==> src/rtl/servo_pwm_gen.sv <==
// servo_pwm_gen: dual-channel servo pulse generator, one pulse per channel
// per fixed-period frame, widths sampled only at frame start.
// Optional build macro: SERVO_PWM_CLAMP_EN clamps latched widths to
// [PW_MIN_US, PW_MAX_US]; when undefined, raw widths are latched.
module servo_pwm_gen #(
    parameter int unsigned CLK_FREQ_HZ  = 100_000_000,
    parameter int unsigned PERIOD_US    = 20000,
    parameter int unsigned PW_MIN_US    = 500,
    parameter int unsigned PW_MAX_US    = 2500,
    parameter int unsigned X_DEFAULT_US = 1500,
    parameter int unsigned Y_DEFAULT_US = 1200
) (
    input  logic        clk,
    input  logic        rst_n,
    input  logic        en,
    input  logic [10:0] x_pw_us,
    input  logic [10:0] y_pw_us,
    output logic        pwm_x,
    output logic        pwm_y,
    output logic        frame_start,
    output logic        running
);

    localparam int unsigned PW_W  = 11;
    localparam int unsigned DIV   = CLK_FREQ_HZ / 1_000_000;
    localparam int unsigned PRE_W = (DIV > 1) ? $clog2(DIV) : 1;
    localparam int unsigned US_W  = (PERIOD_US > 1) ? $clog2(PERIOD_US) : 1;
    localparam int unsigned CMP_W = (US_W > PW_W) ? US_W : PW_W;

    // Elaboration-time parameter sanity checks
    if ((CLK_FREQ_HZ % 1_000_000) != 0 || DIV == 0) begin : g_bad_clk
        $error("CLK_FREQ_HZ must be a non-zero multiple of 1 MHz");
    end
    if (PW_MIN_US > PW_MAX_US || PW_MAX_US >= PERIOD_US) begin : g_bad_clamp
        $error("clamp bounds must satisfy PW_MIN_US <= PW_MAX_US < PERIOD_US");
    end
`ifndef SERVO_PWM_CLAMP_EN
    if (PERIOD_US <= 2047) begin : g_bad_period
        $error("PERIOD_US must exceed the largest raw width (2047)");
    end
`endif

    typedef enum logic [1:0] {
        S_IDLE  = 2'd0,
        S_RUN   = 2'd1,
        S_DRAIN = 2'd2
    } state_e;

    state_e            state_q, state_d;
    logic [PRE_W-1:0]  pre_q, pre_d;
    logic [US_W-1:0]   us_q, us_d;
    logic [PW_W-1:0]   x_lat_q, x_lat_d;
    logic [PW_W-1:0]   y_lat_q, y_lat_d;
    logic              pwm_x_q, pwm_x_d;
    logic              pwm_y_q, pwm_y_d;
    logic              fs_q, fs_d;
    logic              run_q, run_d;
    logic              us_tick;
    logic              frame_end;
    logic              start_frame;

    // Width conditioning applied at the latch point
    function automatic logic [PW_W-1:0] shape_width(input logic [PW_W-1:0] w);
`ifdef SERVO_PWM_CLAMP_EN
        if (w < PW_W'(PW_MIN_US)) begin
            return PW_W'(PW_MIN_US);
        end else if (w > PW_W'(PW_MAX_US)) begin
            return PW_W'(PW_MAX_US);
        end else begin
            return w;
        end
`else
        return w;
`endif
    endfunction

    assign us_tick   = (pre_q == PRE_W'(DIV - 1));
    assign frame_end = us_tick && (us_q == US_W'(PERIOD_US - 1));

    // Next-state, counter advance, width latching and output decode
    always_comb begin
        state_d     = state_q;
        pre_d       = pre_q;
        us_d        = us_q;
        x_lat_d     = x_lat_q;
        y_lat_d     = y_lat_q;
        fs_d        = 1'b0;
        start_frame = 1'b0;

        case (state_q)
            S_IDLE: begin
                pre_d = '0;
                us_d  = '0;
                if (en) begin
                    start_frame = 1'b1;
                    state_d     = S_RUN;
                end
            end
            S_RUN, S_DRAIN: begin
                if (us_tick) begin
                    pre_d = '0;
                    us_d  = frame_end ? '0 : us_q + 1'b1;
                end else begin
                    pre_d = pre_q + 1'b1;
                end
                // A frame in progress always completes; en only decides what follows
                if (frame_end) begin
                    if (en) begin
                        start_frame = 1'b1;
                        state_d     = S_RUN;
                    end else begin
                        state_d = S_IDLE;
                    end
                end else begin
                    state_d = en ? S_RUN : S_DRAIN;
                end
            end
            default: begin
                state_d = S_IDLE;
                pre_d   = '0;
                us_d    = '0;
            end
        endcase

        if (start_frame) begin
            pre_d   = '0;
            us_d    = '0;
            x_lat_d = shape_width(x_pw_us);
            y_lat_d = shape_width(y_pw_us);
            fs_d    = 1'b1;
        end

        run_d   = (state_d != S_IDLE);
        pwm_x_d = run_d && (CMP_W'(us_d) < CMP_W'(x_lat_d));
        pwm_y_d = run_d && (CMP_W'(us_d) < CMP_W'(y_lat_d));
    end

    // State, counters, latches and registered outputs
    always_ff @(posedge clk or negedge rst_n) begin
        if (!rst_n) begin
            state_q <= S_IDLE;
            pre_q   <= '0;
            us_q    <= '0;
            x_lat_q <= PW_W'(X_DEFAULT_US);
            y_lat_q <= PW_W'(Y_DEFAULT_US);
            pwm_x_q <= 1'b0;
            pwm_y_q <= 1'b0;
            fs_q    <= 1'b0;
            run_q   <= 1'b0;
        end else begin
            state_q <= state_d;
            pre_q   <= pre_d;
            us_q    <= us_d;
            x_lat_q <= x_lat_d;
            y_lat_q <= y_lat_d;
            pwm_x_q <= pwm_x_d;
            pwm_y_q <= pwm_y_d;
            fs_q    <= fs_d;
            run_q   <= run_d;
        end
    end

    assign pwm_x       = pwm_x_q;
    assign pwm_y       = pwm_y_q;
    assign frame_start = fs_q;
    assign running     = run_q;

endmodule

==> config.mk <==
export PLATFORM = sky130hd
export DESIGN_NAME = servo_pwm_gen
export DESIGN_NICKNAME = d
export VERILOG_FILES = /design/src/rtl/servo_pwm_gen.sv
export SDC_FILE = /design/constraint.sdc
export NUM_CORES = 1
export LEC_CHECK = 0
export BUFFER_PORTS_ARGS = -buffer_cell sky130_fd_sc_hd__buf_2
export CORE_UTILIZATION = 25
export CTS_CLUSTER_DIAMETER = 80
export DETAILED_ROUTE_END_ITERATION = 16
export PLACE_DENSITY_LB_ADDON = 0.3
export SYNTH_ARGS = -nofsm -noshare
export SYNTH_HDL_FRONTEND = slang
export SYNTH_SLANG_ARGS = --single-unit
export TNS_END_PERCENT = 100
==> constraint.sdc <==
create_clock -name clk -period 3.9 [get_ports clk]
set_clock_uncertainty 0.2 [all_clocks]
set_input_delay 0.39 -clock clk [delete_from_list [all_inputs] [get_ports clk]]
set_output_delay 0.39 -clock clk [all_outputs]
set_load 0.005 [all_outputs]
==> results of run 1 <==
-- sequential cells by signal, summed over array words and instances, names as in the netlist --
name / count
pre_q: 7
pwm_x: 1
x_lat_q: 11
us_q: 15
running: 1
frame_start: 1
state_q: 2
y_lat_q: 11
pwm_y: 1
-- worst max-delay path, stage by stage (launching register included) --
cell	delay, ns
dfrtp_1	0.43
or4b_4	0.56
nor4_2	0.26
a21bo_1	0.19
buf_12	0.21
mux2i_1	0.26
ha_1	0.29
a21oi_1	0.14
o21ai_0	0.18
a211oi_1	0.27
o21a_1	0.16
o21ai_0	0.09
nor4b_2	0.25
-- per-stage QoR --
stage	util	total power, mW	setup WS (ns)
after floorplan	-	1.261	0.5961
after global placement	0.2923	1.432	0.3324
after detailed placement	0.2923	1.446	0.2888
after CTS	0.3059	1.905	0.2629
after global routing	0.3059	2.024	0.07381
final	0.3059	1.862	0.3269
-- power breakdown --
group          switching, mW  internal [mW]
clock network          0.169          0.273
logic                  0.383          0.276
registers             0.0482          0.713
-- cells by family (layout without fill, tap and decap cells) --
logic type | count (synthesis) | in the layout | synth area share
xor gates and xnor gates | 19 | 19 | 0.06065
muxes | 22 | 22 | 0.08436
DFF | 50 | 50 | 0.4610
buffers and inverters | 32 | 67 | 0.05107
adders and majority gates | 24 | 24 | 0.1094
and+or+nand+nor | 81 | 81 | 0.1614
AOI/OAI and AO/OA | 32 | 32 | 0.07205
-- area by class of cell --
class	count	area (sq um)	share of cell area
clock buffer	6	82.58	0.02580
timing repair buffer	32	182.7	0.05708
tap	136	170.2	0.05317
clock inverter	2	60.06	0.01876
inverter	27	101.3	0.03167
multi-input combinational	178	1339	0.4183
sequential	50	1265	0.3952
-- layer usage --
metal  track usage  up-vias  part of all wire
li1              -      954                 -
met1        0.1361      878              0.48
met2        0.1742       20              0.48
met3       0.02188        4             0.024
met4       0.02935        0             0.011
met5             0        -                 0
-- synthesized netlist by cell type (2+ instances only) --
| cell | number | share of area |
|---|---|---|
| nand3b_1 | 2 | 0.0055 |
| nor3_1 | 2 | 0.0036 |
| nand3_1 | 7 | 0.013 |
| nor2_1 | 28 | 0.038 |
| o21ai_0 | 9 | 0.016 |
| a211oi_1 | 2 | 0.0055 |
| inv_1 | 27 | 0.037 |
| mux2i_1 | 19 | 0.069 |
| mux2_4 | 2 | 0.011 |
| and3_1 | 8 | 0.018 |
| xor2_1 | 9 | 0.029 |
| dfrtp_1 | 39 | 0.36 |
| and4_1 | 2 | 0.0064 |
| nor4b_2 | 2 | 0.011 |
| nand4_1 | 5 | 0.011 |
| nand2b_1 | 2 | 0.0046 |
| nand2_1 | 14 | 0.019 |
| o21a_1 | 2 | 0.0055 |
| a21oi_1 | 9 | 0.016 |
| xnor2_1 | 10 | 0.032 |
| dfstp_2 | 11 | 0.11 |
| ha_1 | 24 | 0.11 |
| buf_4 | 3 | 0.0082 |
| a21o_1 | 5 | 0.014 |
-- path summary, 6_finish.rpt --
kind / cells after the start / slack, ns / start / end
worst max register to register: 12 / 0.33 / us_q[12] / pwm_y
worst max-delay path: 12 / 0.33 / us_q[12] / pwm_y
worst min-delay path: 2 / 0.005 / rst_n / us_q[11]
worst min register to register: 1 / 0.26 / pre_q[0] / pre_q[0]
min in group clk: 3 / 0.13 / y_pw_us[6] / y_lat_q[6]
max in group asynchronous: 2 / 3.09 / rst_n / y_lat_q[3]
==> out/metrics.yaml, run 1 <==
outcome:
  status: "finished, final reports clean"
job:
  cap_violations: 0
placement:
  place_congestion: 0.7858
  hpwl_um: 4212
  portBuffers: 28
  dp.cells: 423
  placed_area_sq_um: 3058
floorplan:
  fp.dieH_um: 106.8
  ios: 29
  chipWidth_um: 106.8
  core_area_sq_um: 10460
  initial_utilization: 0.2623
  row_count: 37
  die_area_sq_um: 11400
finish:
  final_cell_area_sq_um: 3201
  antennaDiodeCount: 0
  drive_gt1_frac: 0.2034
  final_nets: 343
  final_common_cell: "dfrtp_1"
  fill_cells: 1143
  fin_cells: 431
  syn2layout_area_growth_pct: 16.64
  final_cell_mix: "39 x dfrtp_1, 28 x nor2_1, 28 x buf_2"
synth:
  syn_area_sq_um: 2744
  synth_ff_type: "dfrtp_1"
  ys_seq_area_frac: 0.4610
  synth_nets: 309
  synth-edff-count: 0
  avgSynthCellArea_sq_um: 10.55
  yosysWarnings: 0
  synth_cells: 260
  synthArstFlopShare: 1.000
  netlist-cell-type-count: 41
  synth-seq-cells: 50
pwr:
  peakVddDrop_mv: 0.2395
  leakagePower_nw: 1.529
  powerDensity_nw_per_um2: 581.8
grt:
  grt_pass1_vias: 1940
  grt_max_degree: 51
  grt_pass1_wl_um: 9301
  antenna_found_initial: 0
  grt_usage: 0.1044
  grt_overflow: 0
timing:
  worst_pin_slew_ns: 0.6197
  fin_setup_tns_ns: 0
  hold_viol_final: 0
  whs_ns: 0.005168
  fmax_mhz: 279.9
  maxSlewViolCount: 0
  finalCritPeriodShare: 0.9162
  grt_setup_unrepaired: "no"
  max-slew-margin-rel: 0.5868
  min_period_ns: 3.573
  setup_viol: 0
detailed_routing:
  num_vias: 1856
  drt_first_pass_iters: 4
  drtIter0Drc: 53
  wire_per_inst_um: 12.60
  drc: 0
  viasPerCell: 4.306
  wl_um: 5432
  ant_nets: 0
clocking:
  htreeDepth: 2
  cts_setup_buffers: 0
  path_clk_slew_ns: 0.09
  hold_buffers: 0
  cts_tree: "yes"
  cts_buffers: 5
  clk_latency_ns: 0.30
  clk_path_buf_depth: 2
  post_cts_resize_count: 0
  root_buffer: "clkbuf_8"
  clkSinkCount: 50
setup_path:
  startpoint_type: "flop"
  critPathCaptureType: "flop"
  crit_fanout: 23
  worstSetupPathType: "flop to flop"
  critPathRequiredTime_ns: 3.91
  cp.arrival_ns: 3.58
hold_path:
  hp-class: "primary input to asynchronous set/reset pin"
No activity file was read; power rests on OpenSTA's default activity.
==> run 2, diff against run 1 <==
--- a/config.mk
+++ b/config.mk
@@ -12,2 +12,3 @@
 export PLACE_DENSITY_LB_ADDON = 0.3
+export SKIP_CTS_REPAIR_TIMING = 1
 export SYNTH_ARGS = -nofsm -noshare
==> constraint.sdc (replaced) <==
create_clock -name clk -period 3.9 [get_ports clk]
set_clock_uncertainty 0.2 [all_clocks]
set_input_delay 0.195 -clock clk [delete_from_list [all_inputs] [get_ports clk]]
set_output_delay 0.195 -clock clk [all_outputs]
set_load 0.005 [all_outputs]
==> run 2 against run 1 <==
- clock power about the same
- combinational power grew 3%
- sequential cell count unchanged
- global-route usage unchanged
- via count grew 5.6%
- utilization is 2.3 points higher
- wire length rose by 1.4%
- critical path type unchanged
- critical endpoint unchanged
- largest cell class unchanged
- largest power group unchanged
- highest routed layer unchanged
==> out/metrics.yaml, run 2 (same netlist as run 1, synthesis figures left out) <==
outcome:
  status: "finished, final reports clean"
timing:
  maxSlewViolCount: 0  # unchanged
  setup_viol: 0  # unchanged
  finalCritPeriodShare: 0.9162  # about the same
  max-slew-margin-rel: 0.5865  # about the same
  whs_ns: 0.2580  # +0.2529 ns
  worst_pin_slew_ns: 0.6202  # +0.0004686 ns
  fmax_mhz: 279.9  # about the same
  hold_viol_final: 0  # unchanged
  fin_setup_tns_ns: 0  # unchanged
  min_period_ns: 3.573  # -0.00001500 ns
  grt_setup_unrepaired: "no"
floorplan:
  die_area_sq_um: 11400  # unchanged
  fp.dieH_um: 106.8  # unchanged
  row_count: 37  # unchanged
  chipWidth_um: 106.8  # unchanged
  initial_utilization: 0.2623  # unchanged
  core_area_sq_um: 10460  # unchanged
  ios: 29  # unchanged
setup_path:
  critPathRequiredTime_ns: 3.91  # about the same
  startpoint: "us_q[12]"
  r2r_cells: 12  # unchanged
  max_stage_delay_ns: 0.56  # about the same
  r2r_start: "us_q[12]"
  worstSetupPathType: "flop to flop"
  crit_top_cell: "o21ai_0"
  crit_fanout: 23  # unchanged
  cp.arrival_ns: 3.58  # about the same
  cp_cell_sequence: "or4b_4 -> nor4_2 -> a21bo_1 -> buf_12 -> mux2i_1 -> ha_1 -> a21oi_1 -> o21ai_0 -> a211oi_1 -> o21a_1 -> o21ai_0 -> nor4b_2"
  rrSetupSlack_ns: 0.33  # about the same
  reg2reg_to: "pwm_y"
  critPathCaptureType: "flop"
  critPathSlowestCell: "or4b_4"
  cp-endpoint: "pwm_y"
  startpoint_type: "flop"
grt:
  grt_max_degree: 51  # unchanged
  grt_pass1_wl_um: 9301  # unchanged
  grt_usage: 0.1044  # unchanged
  antenna_found_initial: 0  # unchanged
  grt_pass1_vias: 1940  # unchanged
  grt_overflow: 0  # unchanged
  grt_use_met3: 0.02188  # unchanged
  busiest_layer: "met2"
  grtUsageMet1: 0.1361  # unchanged
  grt_util_met2: 0.1742  # unchanged
pwr:
  peakVddDrop_mv: 0.2431  # +1.5%
  powerDensity_nw_per_um2: 546.8  # -6.0%
  leakagePower_nw: 1.630  # +6.6%
hold_path:
  hp-class: "flop to flop"
  min_from: "pre_q[0]"
detailed_routing:
  drt_first_pass_iters: 4  # unchanged
  num_vias: 1960  # +5.6%
  viasPerCell: 4.308  # about the same
  drc: 0  # unchanged
  wire_per_inst_um: 12.10  # -4.0%
  wl_um: 5506  # +1.4%
  drtIter0Drc: 93  # +75%
  ant_nets: 0  # unchanged
clocking:
  root_buffer: "clkbuf_8"
  clk_latency_ns: 0.30  # about the same
  cts_buffers: 5  # unchanged
  path_clk_slew_ns: 0.09  # about the same
  clkSinkCount: 50  # unchanged
  clk_path_buf_depth: 2  # unchanged
  cts_tree: "yes"
  htreeDepth: 2  # unchanged
job:
  cap_violations: 0  # unchanged
finish:
  regMostFlops: "us_q"
  final_nets: 367  # +7.0%
  drive_gt1_frac: 0.1881  # -0.01530
  reg_top3: "us_q (15), x_lat_q (11), y_lat_q (11)"
  final_cell_mix: "39 x dfrtp_1, 28 x nor2_1, 28 x buf_2"
  final_common_cell: "dfrtp_1"
  syn2layout_area_growth_pct: 25.40
  largest_reg_flops: 15  # unchanged
  antennaDiodeCount: 0  # unchanged
placement:
  place_congestion: 0.7858  # unchanged
  hpwl_um: 4212  # unchanged
  portBuffers: 28  # unchanged
==> run 2: changes by cell type in the layout (fill, tap and decap cells not counted), sizes merged <==
cell,delta
dlygate4sd3,+24
==> run 2: per-layer routing <==
metal,vias up,wire (um)
li1,1002,-
met1,932,2636
met2,22,2699
met3,4,111
met4,0,58
met5,-,0
==> run 2: area by class of cell <==
class                   count  area [sq um]
clock inverters             2         60.06
flip-flops and latches     50          1265
multi-input cells         178          1339
inverters                  27         101.3
clock buffers               6         82.58
well taps                 136         170.2
fillers                  1125          7022
repair buffers             56         422.9
==> run 2: critical path, delay by kind of cell, from the launching register on <==
kind,cells,cell delay (ns)
compound gates,6,1.03
flops,1,0.43
mux,1,0.26
simple gates,3,1.07
buf+inv,1,0.21
fa+ha+maj,1,0.29
==> run 2: power by group <==
part | switching [mW] | leakage (nW) | internal, mW | total, mW
Combinational | 0.386 | 0.935 | 0.291 | 0.678
Clock | 0.169 | 0.0714 | 0.273 | 0.442
Sequential | 0.0482 | 0.623 | 0.713 | 0.761
Total | 0.604 | 1.63 | 1.28 | 1.88
==> run 2: metrics by stage <==
| step | instances | power (mW) | instance area, sq um | setup WS, ns | utilization |
|---|---|---|---|---|---|
| final | 455 | 1.881 | 3441 | 0.3269 | 0.3289 |
| after global routing | 455 | 2.044 | 3441 | 0.07381 | 0.3289 |
| after CTS | 431 | 1.905 | 3201 | 0.2629 | 0.3059 |
| after detailed placement | 423 | 1.446 | 3058 | 0.2888 | 0.2923 |
| after global placement | 423 | 1.432 | 3058 | 0.3324 | 0.2923 |
| after floorplan | 260 | 1.261 | 2744 | 0.5961 | - |
==> run 2: how the worst min path moves through the flow <==
stage	endpoint	slack [ns]	depth (start not counted)
floorplan	frame_start	-0.30	0
global placement	state_q[1]	0.15	2
detailed placement	state_q[1]	0.16	2
CTS	state_q[1]	-0.17	2
global route	pre_q[0]	0.29	1
finish	pre_q[0]	0.26	1
==> run 3, diff against run 2 <==
Settings changed: CORE_ASPECT_RATIO set to 0.8, HOLD_SLACK_MARGIN set to 0.06.
Clock period 3.9 ns to 2.9 ns, I/O delays scaled along.
==> run 3 against run 2 <==
- the run now ends with negative setup slack left
- sequential power increased by 42%
- largest power group is now combinational logic
- critical endpoint is now pwm_x
- wire length increased by 27%
- utilization increased by 8.0 points
- register-to-register slack got worse by 0.77 ns
- global-route usage increased by 1.7 points
- largest cell class unchanged
- non-clock buffer count increased by 65
- maximum frequency increased by 6.8%
- first-iteration DRC count decreased by 4.3%
- hold slack got worse by 0.19 ns
- sequential cell count unchanged
==> out/metrics.yaml, run 3 (same netlist as run 1, synthesis figures left out) <==
hold_path:
  hp-class: "primary input to flop"
  hold_depth: 4  # +3
  min_from: "y_pw_us[1]"
  holdPathEnd: "y_lat_q[1]"
timing:
  min_period_ns: 3.345  # -0.2277 ns
  whs_ns: 0.06844  # -0.1896 ns
  worst_pin_slew_ns: 1.045  # +0.4252 ns
  finalCritPeriodShare: 1.154  # +0.2374
  hold_viol_final: 0  # unchanged
  fmax_mhz: 298.9  # +6.8%
  grt_setup_unrepaired: "yes"
  maxSlewViolCount: 0  # unchanged
  max-slew-margin-rel: 0.3030  # -0.2835
  fin_ws_ns: -0.4454  # -0.7723 ns
  setup_viol: 2  # +2
floorplan:
  row_count: 33  # -11%
  die_area_sq_um: 11400  # about the same
  chipWidth_um: 119.1  # +12%
  ios: 29  # unchanged
  core_area_sq_um: 10450  # -0.15%
  fp.dieH_um: 95.71  # -10%
  initial_utilization: 0.2627  # +0.0004083
finish:
  regMostFlops: "us_q"
  final_cell_mix: "66 x buf_4, 39 x dfrtp_1, 28 x buf_2"
  drive_gt1_frac: 0.4219  # +0.2338
  syn2layout_area_growth_pct: 55.72
  largest_reg_flops: 15  # unchanged
  antennaDiodeCount: 0  # unchanged
  final_common_cell: "buf_4"
  final_nets: 432  # +18%
  reg_top3: "us_q (15), x_lat_q (11), y_lat_q (11)"
  fin_cells: 524  # +15%
grt:
  grt_max_degree: 47  # -7.8%
  grt_pass1_wl_um: 10610  # +14%
  grt_overflow: 0  # unchanged
  antenna_found_initial: 0  # unchanged
  grt_pass1_vias: 2053  # +5.8%
  grt_usage: 0.1211  # +0.01663
detailed_routing:
  drc: 0  # unchanged
  num_vias: 2240  # +14%
  wl_um: 6993  # +27%
  drt_first_pass_iters: 4  # unchanged
  viasPerCell: 4.275  # -0.76%
  wire_per_inst_um: 13.35  # +10%
  ant_nets: 0  # unchanged
  drtIter0Drc: 89  # -4.3%
outcome:
  status: "complete, but fails checks"
  violations: "negative setup slack"
setup_path:
  critPathCaptureType: "flop"
  startpoint_type: "flop"
  critPathRequiredTime_ns: 2.91  # -1.00 ns
  r2r_start: "us_q[7]"
  rrSetupSlack_ns: -0.45  # -0.77 ns
  cp.arrival_ns: 3.36  # -0.22 ns
  r2r_cells: 13  # +1
  worstSetupPathType: "flop to flop"
  crit_fanout: 4  # -83%
  reg2reg_to: "pwm_x"
clocking:
  clkSinkCount: 50  # unchanged
  root_buffer: "clkbuf_16"
  cts_buffers: 5  # unchanged
  cts_tree: "yes"
  path_clk_slew_ns: 0.08  # about the same
  clk_path_buf_depth: 2  # unchanged
  clk_latency_ns: 0.30  # about the same
  htreeDepth: 2  # unchanged
pwr:
  leakagePower_nw: 2.012  # +23%
  peakVddDrop_mv: 0.3035  # +25%
  powerDensity_nw_per_um2: 746.1  # +36%
placement:
  portBuffers: 28  # unchanged
  hpwl_um: 5006  # +19%
  dp.cells: 481  # +14%
  place_congestion: 0.7802  # -0.71%
job:
  cap_violations: 0  # unchanged
## run 3: cell count changes in the layout (fill, tap and decap cells not counted), moves of 5 or more
cell / before / now
buf_4: 3 / 66
o21ai_1: 0 / 5
clkbuf_16: 0 / 7
clkbuf_8: 6 / 0
mux2i_1: 19 / 5
mux2i_4: 0 / 10
o21ai_0: 9 / 2
## run 3: metrics by stage
stage	total power [mW]	cell area [sq um]	worst slack (ns)	TNS [ns]	util
floorplan	1.714	2773	-0.1765	-0.3307	-
global placement	2.109	3495	-0.4548	-0.8506	0.3345
detailed placement	2.124	3495	-0.5253	-1.022	0.3345
CTS	2.732	3641	-0.5346	-1.048	0.3485
global route	3.396	4273	-0.5693	-1.130	0.4090
finish	3.188	4273	-0.4454	-0.8771	0.4090
## run 3: cell type report
cell class / count / area, sq um
clock buffer: 5 / 125.1
clock inverter: 3 / 21.27
fill: 1019 / 6173
inverter: 27 / 101.3
multi-input combinational: 178 / 1620
sequential: 50 / 1265
tap: 140 / 175.2
timing repair buffer: 121 / 964.7
## run 3: worst max-delay path, cell delays in order, from the launching register on
cell,delay (ns)
dfrtp_1,0.38
or4b_4,0.56
nor4_4,0.26
a21bo_2,0.20
buf_4,0.13
clkbuf_16,0.13
mux2i_4,0.22
ha_1,0.27
a21oi_1,0.15
o21ai_1,0.11
a211oi_2,0.22
o21a_1,0.15
o21ai_1,0.07
nor4b_2,0.20
## run 3: worst max-delay path by stage
stage | from | slack [ns] | depth (start not counted) | endpoint
2_1_floorplan | us_q[7] | -0.18 | 13 | pwm_y
3_3_place_gp | us_q[0] | -0.45 | 14 | pwm_x
3_5_place_dp | us_q[0] | -0.53 | 14 | pwm_x
4_1_cts | us_q[0] | -0.53 | 14 | pwm_x
5_1_grt | us_q[7] | -0.57 | 13 | pwm_x
6_report | us_q[7] | -0.45 | 13 | pwm_x
## run 3: per-layer routing
| layer | routed length [um] | track usage | vias to the layer above |
|---|---|---|---|
| met3 | 294 | 0.03495 | 4 |
| li1 | - | - | 1139 |
| met1 | 3713 | 0.1732 | 1063 |
| met2 | 2951 | 0.1783 | 34 |
| met5 | 0 | 0 | - |
| met4 | 33 | 0.02848 | 0 |
## run 3: power by group
group | leakage [nW] | switching (mW) | internal [mW] | total (mW)
clock | 0.0698 | 0.275 | 0.320 | 0.595
combinational | 1.32 | 0.696 | 0.817 | 1.51
sequential | 0.623 | 0.115 | 0.965 | 1.08
